==> config.mk <==
export PLATFORM = sky130hd
export DESIGN_NAME = fog_demod_avg
export DESIGN_NICKNAME = d
export VERILOG_FILES = /design/src/rtl/fog_demod_pkg.sv /design/src/rtl/fog_sat_shift.sv /design/src/rtl/fog_demod_avg.sv
export SDC_FILE = /design/constraint.sdc
export NUM_CORES = 1
export LEC_CHECK = 0
export BUFFER_PORTS_ARGS = -buffer_cell sky130_fd_sc_hd__clkbuf_2
export CORE_UTILIZATION = 40
export DETAILED_ROUTE_END_ITERATION = 10
export PLACE_DENSITY = 0.62
export SETUP_SLACK_MARGIN = 0.2
export SLEW_MARGIN = 30
export SYNTH_ARGS = -nofsm -noshare
export SYNTH_HDL_FRONTEND = slang
export SYNTH_SLANG_ARGS = --single-unit
==> constraint.sdc <==
create_clock -name i_clk -period 8.4 [get_ports i_clk]
set_clock_uncertainty 0.1 [all_clocks]
set_input_delay 1.68 -clock i_clk [delete_from_list [all_inputs] [get_ports i_clk]]
set_output_delay 1.68 -clock i_clk [all_outputs]
set_load 0.03 [all_outputs]
==> src/rtl/fog_demod_pkg.sv <==
// Shared constants and types for the fiber-optic-gyro demodulator/averager.
package fog_demod_pkg;

    localparam int ADC_W   = 14;
    localparam int HALF_W  = 16;
    localparam int ACC_W   = 48;
    localparam int LOG2_W  = 4;
    localparam int SHIFT_W = 6;
    localparam int PER_W   = 16;

    localparam int SAT_MAX = 8191;
    localparam int SAT_MIN = -8192;

    typedef enum logic [1:0] {
        IDLE = 2'd0,
        POS  = 2'd1,
        NEG  = 2'd2
    } state_t;

endpackage

==> src/rtl/fog_sat_shift.sv <==
// Registered arithmetic right shift followed by saturation to a signed range.
// Loads a new result only on i_load and holds it otherwise; o_vld echoes i_load.
module fog_sat_shift
    import fog_demod_pkg::*;
#(
    parameter int IN_W    = ACC_W,
    parameter int OUT_W   = ADC_W,
    parameter int SH_W    = SHIFT_W,
    parameter int MAX_VAL = SAT_MAX,
    parameter int MIN_VAL = SAT_MIN
) (
    input  logic                    i_clk,
    input  logic                    i_rst,
    input  logic                    i_load,
    input  logic signed [IN_W-1:0]  i_data,
    input  logic [SH_W-1:0]         i_shift,
    output logic signed [OUT_W-1:0] o_data,
    output logic                    o_vld
);

    localparam logic signed [IN_W-1:0] MAX_EXT = IN_W'(MAX_VAL);
    localparam logic signed [IN_W-1:0] MIN_EXT = IN_W'(MIN_VAL);

    logic signed [IN_W-1:0]  w_shifted;
    logic signed [OUT_W-1:0] w_sat;

    assign w_shifted = i_data >>> i_shift;

    // Clamp the floored value into the output range.
    always_comb begin
        w_sat = w_shifted[OUT_W-1:0];
        if (w_shifted > MAX_EXT) begin
            w_sat = OUT_W'(MAX_VAL);
        end else if (w_shifted < MIN_EXT) begin
            w_sat = OUT_W'(MIN_VAL);
        end
    end

    // Capture the result and produce the one-cycle valid strobe.
    always_ff @(posedge i_clk) begin
        if (i_rst) begin
            o_data <= '0;
            o_vld  <= 1'b0;
        end else begin
            o_vld <= i_load;
            if (i_load) begin
                o_data <= w_sat;
            end
        end
    end

endmodule

==> src/rtl/fog_demod_avg.sv <==
// Square-wave synchronous demodulator and frame averager feeding the Kalman
// filter: +samples in the positive half, -samples in the negative half, with
// settling samples skipped after each edge, summed over 2^avg_log2 periods.
module fog_demod_avg #(
    parameter int ADC_W  = fog_demod_pkg::ADC_W,
    parameter int HALF_W = fog_demod_pkg::HALF_W,
    parameter int ACC_W  = fog_demod_pkg::ACC_W
) (
    input  logic                    i_clk,
    input  logic                    i_rst,
    input  logic                    i_en,
    input  logic signed [ADC_W-1:0] i_adc,
    input  logic                    i_adc_vld,
    input  logic [HALF_W-1:0]       i_mod_half,
    input  logic [HALF_W-1:0]       i_ign,
    input  logic [3:0]              i_avg_log2,
    input  logic [5:0]              i_shift,
    output logic                    o_mod_sq,
    output logic signed [ADC_W-1:0] o_meas,
    output logic                    o_meas_vld,
    output logic                    o_err_cfg
);

    import fog_demod_pkg::*;

    state_t                   r_state;
    state_t                   w_state_nxt;
    logic [HALF_W-1:0]        r_half;
    logic [HALF_W-1:0]        r_ign;
    logic [HALF_W-1:0]        r_cnt;
    logic [HALF_W-1:0]        w_cnt_nxt;
    logic [LOG2_W-1:0]        r_log2;
    logic [SHIFT_W-1:0]       r_shift;
    logic [PER_W-1:0]         r_per;
    logic [PER_W-1:0]         w_per_nxt;
    logic signed [ACC_W-1:0]  r_acc;
    logic signed [ACC_W-1:0]  w_acc_nxt;
    logic signed [ACC_W-1:0]  w_acc_step;
    logic signed [ACC_W-1:0]  w_adc_ext;
    logic                     r_mod_sq;
    logic                     w_mod_nxt;
    logic                     r_err_cfg;
    logic                     w_err_nxt;
    logic                     w_latch;
    logic                     w_fin;
    logic                     w_start;
    logic                     w_cfg_ok;
    logic                     w_last;
    logic                     w_use;
    logic                     w_per_last;

    // The legality check looks at the live inputs because it happens in the
    // same cycle they are latched.
    assign w_cfg_ok   = (i_mod_half != '0) && (i_ign < i_mod_half);
    assign w_last     = (r_cnt == r_half - HALF_W'(1));
    assign w_use      = (r_cnt >= r_ign);
    assign w_per_last = (r_per == ((PER_W'(1) << r_log2) - PER_W'(1)));
    assign w_adc_ext  = {{(ACC_W-ADC_W){i_adc[ADC_W-1]}}, i_adc};

    // Accumulator value including the current sample; also the finalize input,
    // so the last sample of a frame reaches the output without an extra stage.
    always_comb begin
        w_acc_step = r_acc;
        if (w_use) begin
            if (r_state == NEG) begin
                w_acc_step = r_acc - w_adc_ext;
            end else begin
                w_acc_step = r_acc + w_adc_ext;
            end
        end
    end

    // Next-state and datapath decisions; a frame (re)start shares one path
    // between IDLE and the back-to-back case at finalize.
    always_comb begin
        w_state_nxt = r_state;
        w_cnt_nxt   = r_cnt;
        w_per_nxt   = r_per;
        w_acc_nxt   = r_acc;
        w_mod_nxt   = r_mod_sq;
        w_err_nxt   = r_err_cfg;
        w_latch     = 1'b0;
        w_fin       = 1'b0;
        w_start     = 1'b0;

        case (r_state)
            IDLE: begin
                w_start = 1'b1;
            end
            POS: begin
                if (!i_en) begin
                    w_state_nxt = IDLE;
                    w_mod_nxt   = 1'b0;
                    w_cnt_nxt   = '0;
                    w_per_nxt   = '0;
                    w_acc_nxt   = '0;
                end else if (i_adc_vld) begin
                    w_acc_nxt = w_acc_step;
                    if (w_last) begin
                        w_cnt_nxt   = '0;
                        w_state_nxt = NEG;
                        w_mod_nxt   = 1'b0;
                    end else begin
                        w_cnt_nxt = r_cnt + HALF_W'(1);
                    end
                end
            end
            NEG: begin
                if (!i_en) begin
                    w_state_nxt = IDLE;
                    w_mod_nxt   = 1'b0;
                    w_cnt_nxt   = '0;
                    w_per_nxt   = '0;
                    w_acc_nxt   = '0;
                end else if (i_adc_vld) begin
                    w_acc_nxt = w_acc_step;
                    if (w_last) begin
                        if (w_per_last) begin
                            w_fin   = 1'b1;
                            w_start = 1'b1;
                        end else begin
                            w_per_nxt   = r_per + PER_W'(1);
                            w_cnt_nxt   = '0;
                            w_state_nxt = POS;
                            w_mod_nxt   = 1'b1;
                        end
                    end else begin
                        w_cnt_nxt = r_cnt + HALF_W'(1);
                    end
                end
            end
            default: begin
                w_state_nxt = IDLE;
                w_mod_nxt   = 1'b0;
            end
        endcase

        if (w_start) begin
            w_cnt_nxt = '0;
            w_per_nxt = '0;
            w_acc_nxt = '0;
            if (!i_en) begin
                w_state_nxt = IDLE;
                w_mod_nxt   = 1'b0;
                w_err_nxt   = 1'b0;
            end else begin
                w_latch = 1'b1;
                if (w_cfg_ok) begin
                    w_state_nxt = POS;
                    w_mod_nxt   = 1'b1;
                    w_err_nxt   = 1'b0;
                end else begin
                    w_state_nxt = IDLE;
                    w_mod_nxt   = 1'b0;
                    w_err_nxt   = 1'b1;
                end
            end
        end
    end

    // State register.
    always_ff @(posedge i_clk) begin
        if (i_rst) begin
            r_state <= IDLE;
        end else begin
            r_state <= w_state_nxt;
        end
    end

    // Counters, accumulator, status flags and the latched frame configuration.
    always_ff @(posedge i_clk) begin
        if (i_rst) begin
            r_cnt     <= '0;
            r_per     <= '0;
            r_acc     <= '0;
            r_mod_sq  <= 1'b0;
            r_err_cfg <= 1'b0;
            r_half    <= '0;
            r_ign     <= '0;
            r_log2    <= '0;
            r_shift   <= '0;
        end else begin
            r_cnt     <= w_cnt_nxt;
            r_per     <= w_per_nxt;
            r_acc     <= w_acc_nxt;
            r_mod_sq  <= w_mod_nxt;
            r_err_cfg <= w_err_nxt;
            if (w_latch) begin
                r_half  <= i_mod_half;
                r_ign   <= i_ign;
                r_log2  <= i_avg_log2;
                r_shift <= i_shift;
            end
        end
    end

    fog_sat_shift #(
        .IN_W    (ACC_W),
        .OUT_W   (ADC_W),
        .SH_W    (SHIFT_W),
        .MAX_VAL (SAT_MAX),
        .MIN_VAL (SAT_MIN)
    ) u_sat_shift (
        .i_clk   (i_clk),
        .i_rst   (i_rst),
        .i_load  (w_fin),
        .i_data  (w_acc_step),
        .i_shift (r_shift),
        .o_data  (o_meas),
        .o_vld   (o_meas_vld)
    );

    assign o_mod_sq  = r_mod_sq;
    assign o_err_cfg = r_err_cfg;

endmodule

# Yosys cells after proc, flatten, opt, wreduce, memory -nomap -nowiden

Index checks and enable logic that the tools add are counted.

Flip-flop bits (word level): 141
Input port bits: 60
Word-level logic and storage cells: 103

$add $sub $neg: 6
$lt $le $gt $ge: 4
Eq/ne operators: 17
Shift-type cells: 2
Mux-type cells: 52
Reductions and logical operators: 10

Operator list:

| operator              | count |
|---|---|
| $mux 16               | 12 |
| $mux 48               | 4 |
| $pmux 16 s2           | 2 |
| $add 48x14->48        | 1 |
| $gt 48x14->1 const B  | 1 |
| $lt 48x14->1 const B  | 1 |
| $sshr 48x6->48        | 1 |
| $sub 48x14->48        | 1 |
| $add 16x1->16 const B | 2 |
| $eq 16x16->1          | 2 |
| $sub 16x1->16 const B | 2 |
| $mux 14               | 2 |
| $ne 4x4->1 const B    | 6 |
| $mux 1                | 21 |
| $ge 16x16->1          | 1 |
| $lt 16x16->1          | 1 |
| $mux 2                | 8 |
| $reduce_bool 16->1    | 1 |
| $shl 1x4->16 const A  | 1 |
| $ne 3x3->1 const B    | 4 |
| $pmux 2 s3            | 1 |
| $reduce_and 6->1      | 1 |
| $reduce_and 5->1      | 1 |
| $ne 2x2->1 const B    | 2 |
| 11 further kinds      | 12 |

# Logic depth before layout (Yosys ltp)

Gate-level depths: netlist of run 1.

Depth in word-level cells: 10
Mapped depth: 28

# Hierarchy

Synthesis of run 1 repeated with hierarchy kept, for this count alone.

Cell total of the unflattened synthesis: 1,893
Area total of the unflattened synthesis: 14,860.5 sq um

By module, submodules not included:

| module        | instances | cells an instance | area each (sq um) |
|---|---|---|---|
| fog_demod_avg | 1         | 1,412             | 10,623.9 |
| fog_sat_shift | 1         | 481               | 4,236.6 |

# Worst setup path before layout of run 1

OpenSTA, ideal clock, no wires.

Path type: input-to-reg
Start point: input port i_adc[3]
End point: register u_sat_shift.o_data[7]
Library setup time: 0.058 ns
Arrival time: 7.380 ns
Setup slack: 0.862 ns
Stages on the path: 26
Cells stage by stage: nor3_1 -> nand2b_1 -> nor3_1 -> nand3_1 -> ha_1 -> inv_1 -> o21ai_0 -> ha_1 -> clkbuf_1 -> a21oi_1 -> o21ai_0 -> a21oi_1 -> o21ai_0 -> a211oi_1 -> mux2i_1 -> nor3_1 -> a2111oi_1 -> o41ai_2 -> mux2_4 -> and4b_1 -> a21oi_1 -> o31ai_2 -> a41oi_2 -> buf_6 -> a211oi_2 -> o21a_1

Word-level cells in the longest chain between the ends: 7

RTL lines:

| what                                             | RTL line                                 | source |
|---|---|---|
| start: declaration                               | fog_demod_avg.sv:12                      | `input logic signed [ADC_W-1:0] i_adc,` |
| $add 48x14->48 or $sub 48x14->48 (tied branches) | fog_demod_avg.sv:68, fog_demod_avg.sv:66 |  |
| $mux 48 *                                        | fog_demod_avg.sv:65                      | `if (r_state == NEG) begin` |
| $mux 48 *                                        | fog_demod_avg.sv:64                      | `if (w_use) begin` |
| $sshr 48x6->48 *                                 | fog_sat_shift.sv:27                      | `assign w_shifted = i_data >>> i_shift;` |
| $lt 48x14->1                                     | fog_sat_shift.sv:34                      | `end else if (w_shifted < MIN_EXT) begin` |
| $mux 14                                          | fog_sat_shift.sv:34                      |  |
| $mux 14 *                                        | fog_sat_shift.sv:32                      | `if (w_shifted > MAX_EXT) begin` |
| end signal: assignment                           | fog_sat_shift.sv:47                      | `o_data <= w_sat;` |
| end: declaration                                 | fog_sat_shift.sv:17                      | `output logic signed [OUT_W-1:0] o_data,` |

Every way passes the cells marked *; elsewhere a longest branch is shown, timed or not.
A chain may end at the register's enable or synchronous reset.

# Worst setup path after layout of run 1

Start point: input port i_adc[3]
End point: register u_sat_shift.o_data[1]

Same word-level chain as after synthesis.

==> run_results.csv, run 1 <==
group,metric,value,unit
run_status,status,"finished clean",
route,wl_per_cell,23.2,µm
yosys,synth_nets,2604,
worst_setup_path,max_stage_delay,0.59,ns
worst_hold_path,hold_depth,2,
worst_hold_path,hold_end,"r_ign[5]$_SDFFE_PP0P_",
clocking,cts-buffers-inserted,17,
worst_hold_path,hold_path_class,"reg -> reg",
yosys,yosysSeqAreaShare,0.164,
cells_and_area,stdcell_count,3113,
timing,tightest_slew,1.04,ns
route,dr.pass1.iters,6,
yosys,yosys_warnings,0,
yosys,synth_compound_area_frac,0.331,
yosys,synth-simple-area-share,0.258,
floorplan,initial_core_util,0.407,
yosys,ys_types,104,
timing,rsz0062_at_grt,"false",
worst_setup_path,cpMaxStageDelayCell,"o21ai_0",
clocking,tritoncts,"yes",
placement,numPortBuffers,76,
floorplan,die_h,209,µm
route,drc,0,
timing,slew-limit-headroom,0.310,
pwr,p_sw,0.964,mW
timing,finalSetupViolCount,0,
route,wirelength,72300,µm
worst_setup_path,r2r-end,"u_sat_shift.o_data[1]$_SDFFE_PP0P_",
pwr,pwr-share-seq,0.285,
pwr,leakage,7.70,nW
global_routing,grt_max_degree,79,
placement,hpwlAfterDp,56700,µm
worst_setup_path,worst_setup_path_start_kind,"input port",
yosys,synth_mux_area_frac,0.0754,
global_routing,grt_pass1_wl,110000,µm
clocking,holdBufCountCts,0,
worst_setup_path,crit_required,8.65,ns
yosys,netlist_instances,2454,
worst_setup_path,crit_path_frequent_cell,"buf_4",
yosys,syn_area,0.0171,mm²
global_routing,grt_pass1_vias,18500,
route,via_count,20000,
worst_setup_path,ff2ff_path_depth,24,
route,first_iter_violations,2288,
floorplan,die_w,209,µm
yosys,synth-edff-count,0,
floorplan,rows,75,
placement,dp_cells,3080,
yosys,async_reset_ff_frac,0,
placement,gp_congestion,1.01,
route,postRouteAntennaNets,0,
timing,maxSlewViolCount,0,
run,maxCapViolCount,0,
worst_setup_path,crit_arrival,8.15,ns
clocking,clk_path_buf_depth,2,
worst_setup_path,path_max_fanout,13,
cells_and_area,drive_above_1_share,0.162,
worst_setup_path,endpoint_kind,"flop",
yosys,ys.flop_type,"dfxtp_1",
global_routing,grt_usage,0.325,
worst_setup_path,reg2reg_from,"o_mod_sq$_SDFFE_PP0P_",
clocking,cts_root_buffer,"clkbuf_16",
pwr,intPower,1.47,mW
global_routing,overflow,0,
worst_hold_path,holdCritStartpoint,"r_ign[5]$_SDFFE_PP0P_",
timing,whs,0.353,ns
timing,period_needed,7.90,ns
pwr,powerDensity,124,mW/mm²
route,vias_per_cell,6.42,
pwr,p_comb_frac,0.374,
cells_and_area,fin_nets,2711,
timing,hold_viol,0,
clocking,cts.htree.levels,4,
yosys,synth.avg_cell_area,6.98,µm²
clocking,clkSlewWorstSetupHoldPaths,0.06,ns
yosys,synth-xor-area-share,0.0404,
floorplan,core,0.0421,mm²
clocking,clock-sinks,140,
yosys,synth_fa_ha_area_frac,0.0662,
worst_setup_path,r2r_slack,0.89,ns
cells_and_area,diodes,0,
global_routing,antenna_found_initial,0,
pwr,clkPwrFrac,0.341,
pwr,p_sw_frac,0.396,
cells_and_area,nFillCells,4303,
cells_and_area,area_growth,14.9,%
pwr,peakVddDrop,0.000130,V
yosys,synth_top_family_by_area,"compound AO/OA/AOI/OAI gates",
timing,period_share,0.940,
floorplan,io_pins,77,
timing,fmax,127,MHz
worst_setup_path,criticalPathCategory,"in -> reg",
floorplan,die-area,0.0437,mm²
yosys,synth-seq-cells,140,
clocking,clock_latency,0.47,ns
[worst max path at each step]
stage,start,endpoint,slack (ns),cells past startpoint
2_1_floorplan,i_adc[3],u_sat_shift.o_data[7]$_SDFFE_PP0P_,0.86,26
3_3_place_gp,i_adc[3],u_sat_shift.o_data[0]$_SDFFE_PP0P_,-0.15,30
3_5_place_dp,i_adc[3],u_sat_shift.o_data[11]$_SDFFE_PP0P_,-0.10,30
4_1_cts,i_adc[3],u_sat_shift.o_data[11]$_SDFFE_PP0P_,0.33,30
5_1_grt,i_adc[3],u_sat_shift.o_data[7]$_SDFFE_PP0P_,0.28,29
6_report,i_adc[3],u_sat_shift.o_data[1]$_SDFFE_PP0P_,0.50,29
[metal layers]
layer / GRT usage / wire length (µm) / vias to the layer above
met5: 0 / 0 / -
met4: 0.144 / 3340 / 0
met3: 0.0380 / 5310 / 174
met2: 0.526 / 32900 / 913
met1: 0.434 / 30800 / 9539
li1: - / - / 9354
[sequential cells by signal (all words and copies together), names as in the netlist]
name / flops
o_err_cfg: 1
r_shift: 6
u_sat_shift.o_data: 14
r_half: 16
r_ign: 16
o_mod_sq: 1
r_cnt: 16
r_state: 1
r_per: 16
r_log2: 4
u_sat_shift.o_vld: 1
r_acc: 48
[per-stage QoR]
stage          power [mW]  TNS, ns  utilization  area [µm²]  setup WS, ns
2_1_floorplan        1.27        0            -       17100         0.862
6_report             2.43        0        0.467       19700         0.503
4_1_cts              2.42        0        0.463       19500         0.334
3_3_place_gp         1.58    -1.31        0.449       18900        -0.149
5_1_grt              2.54        0        0.467       19700         0.284
3_5_place_dp         1.59   -0.755        0.449       18900        -0.101
[timing repair]
action | CTS | global route
buffers inserted | 0 | 1
resized for setup | 0 | 23
endpoints found under the setup margin | 0 | 13
[worst max-delay path: cells and delay by family]
| family | cells | cell delay (ns) |
|---|---|---|
| compound gates | 10 | 2.68 |
| buf+inv | 7 | 1.36 |
| simple gates | 9 | 1.66 |
| fa+ha+maj | 1 | 0.37 |
| mux | 2 | 0.38 |
[power by group through the flow]
stage	sequential (mW)	clock (mW)	combinational, mW
finish	0.693	0.830	0.911
global route	0.696	0.867	0.974
CTS	0.693	0.840	0.884
detailed placement	0.709	0	0.879
global placement	0.708	0	0.877
floorplan	0.702	0	0.565
[cells in the mapped netlist (38+ instances only)]
library cell	instances	area, µm²
nand2_1	292	1100
nor2_1	267	1000
a21oi_1	244	1220
dfxtp_1	140	2800
o21ai_0	138	691
clkbuf_1	117	439
inv_1	101	379
ha_1	89	1110
nor3_1	66	330
mux2i_1	55	551
nand3_1	53	265
a211oi_1	49	368
xnor2_1	47	412
nand4_1	41	257
a21o_1	38	285
[cell families after synthesis]
| group | count (synthesis) |
|---|---|
| xor gates and xnor gates | 79 |
| adders and majority gates | 90 |
| muxes | 99 |
| buffers and inverters | 278 |
| AOI/OAI and AO/OA | 833 |
| and+or+nand+nor | 935 |
| DFF | 140 |
[layout by cell type, fill, tap and decap left out, drive strengths merged, types with 17 or more instances in the layout]
cell type    n
nand2      292
o21a        33
o31ai       17
o21ai      143
and2        24
a22oi       28
nand3       53
a21o        38
buf        186
a211oi      53
nor2       267
dfxtp      140
a211o       20
a21oi      244
nand2b      28
clkbuf      93
and3        32
mux4        20
mux2i       58
nor3        67
xnor2       47
ha          89
a31oi       33
xor2        32
nor4        29
o211ai      30
inv        111
or3         28
mux2        21
nand4       41
[final cells by class]
cell class	instances	area, µm²	area share
Timing Repair Buffer	262	1800	0.0914
Clock inverter	15	190	0.00966
Tap cell	539	674	0.0343
Clock buffer	17	425	0.0216
Multi-Input combinational cell	2036	13400	0.681
Sequential cell	140	2810	0.143
Inverter	104	390	0.0198
(Power assumes the default switching activity.)
==> run 2, diff against run 1 <==
--- a/config.mk
+++ b/config.mk
@@ -9,6 +9,7 @@
 export CORE_UTILIZATION = 40
 export DETAILED_ROUTE_END_ITERATION = 10
 export PLACE_DENSITY = 0.62
+export RECOVER_POWER = 50
 export SETUP_SLACK_MARGIN = 0.2
 export SLEW_MARGIN = 30
 export SYNTH_ARGS = -nofsm -noshare
==> run 2 against run 1 <==
The run now ends with capacitance limit, slew limit left. Register-to-register slack worse by 0.26 ns. Via count down 0.29%. Count of clock-buffer cells in the layout unchanged. Sequential power about the same. Design area down 0.15%. Cell count unchanged. First-iteration DRC count down 0.26%. Highest routed layer unchanged.
==> run_results.csv, run 2 (synthesized netlist as in run 1, its figures left out) <==
group,metric,value,unit
run_status,status,"complete, but fails checks",
run_status,violations,"capacitance limit, slew limit",
worst_hold_path,hold_depth,2,
clocking,tritoncts,"yes",
cells_and_area,largest_register_ffs,48,
worst_setup_path,cp_top_family,"compound AO/OA/AOI/OAI gates",
floorplan,die-area,0.0437,mm²
cells_and_area,drive_above_1_share,0.154,
placement,numPortBuffers,76,
floorplan,die_h,209,µm
route,vias_per_cell,6.40,
cells_and_area,nFillCells,4318,
placement,gp_congestion,1.01,
clocking,clkSlewWorstSetupHoldPaths,0.07,ns
timing,finalSetupViolCount,0,
timing,hold_viol,0,
worst_setup_path,ff2ff_path_depth,17,
cells_and_area,fin_nets,2711,
timing,maxSlewViolCount,112,
placement,dp_cells,3080,
pwr,powerDensity,124,mW/mm²
timing,tightest_slew,3.56,ns
worst_setup_path,worst-path-stages,29,
cells_and_area,area_growth,14.7,%
floorplan,initial_core_util,0.407,
cells_and_area,stdcell_count,3113,
route,via_count,19900,
placement,hpwlAfterDp,56700,µm
worst_setup_path,endpoint_kind,"flop",
cells_and_area,layout_common_cells,"nand2_1, nor2_1, a21oi_1",
global_routing,antenna_found_initial,0,
route,postRouteAntennaNets,0,
worst_setup_path,reg2reg_from,"r_log2[3]$_SDFFE_PP0P_",
route,first_iter_violations,2282,
timing,setup-tns-final,0,ns
floorplan,rows,75,
route,wirelength,72200,µm
timing,fmax,127,MHz
worst_setup_path,cpMaxStageDelayCell,"a2111o_1",
global_routing,grt_pass1_vias,18500,
global_routing,grt_max_degree,79,
cells_and_area,seq_area,0.00281,mm²
clocking,clock-sinks,140,
clocking,clock_latency,0.47,ns
clocking,cts-buffers-inserted,17,
clocking,holdBufCountCts,0,
timing,period_share,0.937,
worst_setup_path,crit_arrival,8.13,ns
pwr,leakage,7.63,nW
worst_setup_path,crit_required,8.66,ns
timing,rsz0062_at_grt,"false",
worst_setup_path,r2r_slack,0.63,ns
route,dr.pass1.iters,6,
worst_hold_path,hold_path_class,"reg -> reg",
floorplan,core,0.0421,mm²
worst_setup_path,max_stage_delay,0.52,ns
clocking,clk_path_buf_depth,2,
worst_setup_path,cp-endpoint,"u_sat_shift.o_data[7]$_SDFFE_PP0P_",
global_routing,grt_pass1_wl,110000,µm
run,maxCapViolCount,2,
pwr,peakVddDrop,0.000131,V
cells_and_area,diodes,0,
floorplan,io_pins,77,
global_routing,overflow,0,
worst_setup_path,cp-startpoint,"i_adc[3]",
cells_and_area,top_register,"r_acc",
floorplan,die_w,209,µm
global_routing,grt_usage,0.325,
worst_setup_path,criticalPathCategory,"in -> reg",
route,wl_per_cell,23.2,µm
cells_and_area,multiInputGateArea,0.0134,mm²
worst_setup_path,worst_setup_path_start_kind,"input port",
worst_setup_path,path_max_fanout,13,
clocking,cts.htree.levels,4,
clocking,cts_root_buffer,"clkbuf_16",
worst_setup_path,crit_buf_inv,6,
worst_setup_path,r2r-end,"r_per[11]$_SDFFE_PP0P_",
route,drc,0,
cells_and_area,final_common_cell,"nand2_1",
timing,slew-limit-headroom,-1.37,
timing,period_needed,7.87,ns
worst_setup_path,crit_path_frequent_cell,"buf_4",
## run 2: cell types whose count changed in the layout (fill, tap and decap cells not counted)
| cell | previous run | this run |
|---|---|---|
| clkbuf_2 | 76 | 59 |
| clkbuf_1 | 0 | 19 |
| buf_4 | 183 | 181 |
## run 2: routing by layer
layer / vias up / share of wire / GRT usage / wire (µm)
met3: 155 / 0.075 / 0.0380 / 5430
met2: 902 / 0.46 / 0.526 / 33000
met1: 9500 / 0.42 / 0.434 / 30600
met5: - / 0 / 0 / 0
met4: 0 / 0.045 / 0.144 / 3240
li1: 9366 / - / - / -
## run 2: power breakdown
| part | internal [mW] | total [mW] | switching, mW |
|---|---|---|---|
| registers | 0.678 | 0.694 | 0.0158 |
| logic | 0.339 | 0.909 | 0.570 |
| clock network | 0.453 | 0.832 | 0.379 |
## run 2: worst min-delay path by stage
stage / from / end / slack, ns
after CTS: r_ign[5]$_SDFFE_PP0P_ / r_ign[5]$_SDFFE_PP0P_ / 0.36
after global routing: r_ign[13]$_SDFFE_PP0P_ / r_ign[13]$_SDFFE_PP0P_ / 0.38
after floorplan: r_ign[10]$_SDFFE_PP0P_ / r_ign[10]$_SDFFE_PP0P_ / 0.34
after global placement: r_ign[10]$_SDFFE_PP0P_ / r_ign[10]$_SDFFE_PP0P_ / 0.35
after detailed placement: r_ign[5]$_SDFFE_PP0P_ / r_ign[5]$_SDFFE_PP0P_ / 0.35
final: r_ign[5]$_SDFFE_PP0P_ / r_ign[5]$_SDFFE_PP0P_ / 0.35
## run 2: area by class of cell
type,instances,area share
multi-input combinational,2036,0.682
sequential,140,0.143
timing repair buffer,262,0.0901
tap,539,0.0343
clock buffer,17,0.0216
inverter,104,0.0199
clock inverter,15,0.00968
## run 2: stage by stage
stage / util / area [µm²] / hold WS (ns) / total power, mW / setup slack (ns)
2_1_floorplan: - / 17100 / 0.336 / 1.27 / 0.862
3_3_place_gp: 0.449 / 18900 / 0.346 / 1.58 / -0.149
3_5_place_dp: 0.449 / 18900 / 0.348 / 1.59 / -0.101
4_1_cts: 0.463 / 19500 / 0.356 / 2.42 / 0.334
5_1_grt: 0.466 / 19700 / 0.375 / 2.54 / 0.208
6_report: 0.466 / 19700 / 0.353 / 2.43 / 0.527
## run 2: tightest hold or removal path, delay by kind of cell (launching register included)
family / cells / cell delay [ns]
AO/OA/AOI/OAI: 1 / 0.05
flip-flops: 1 / 0.31
AND/OR/NAND/NOR: 1 / 0.05
## run 2: timing repair
action | in CTS | in global routing
setup endpoints to repair | 0 | 13
resized for setup | 0 | 23
buffers inserted | 0 | 1
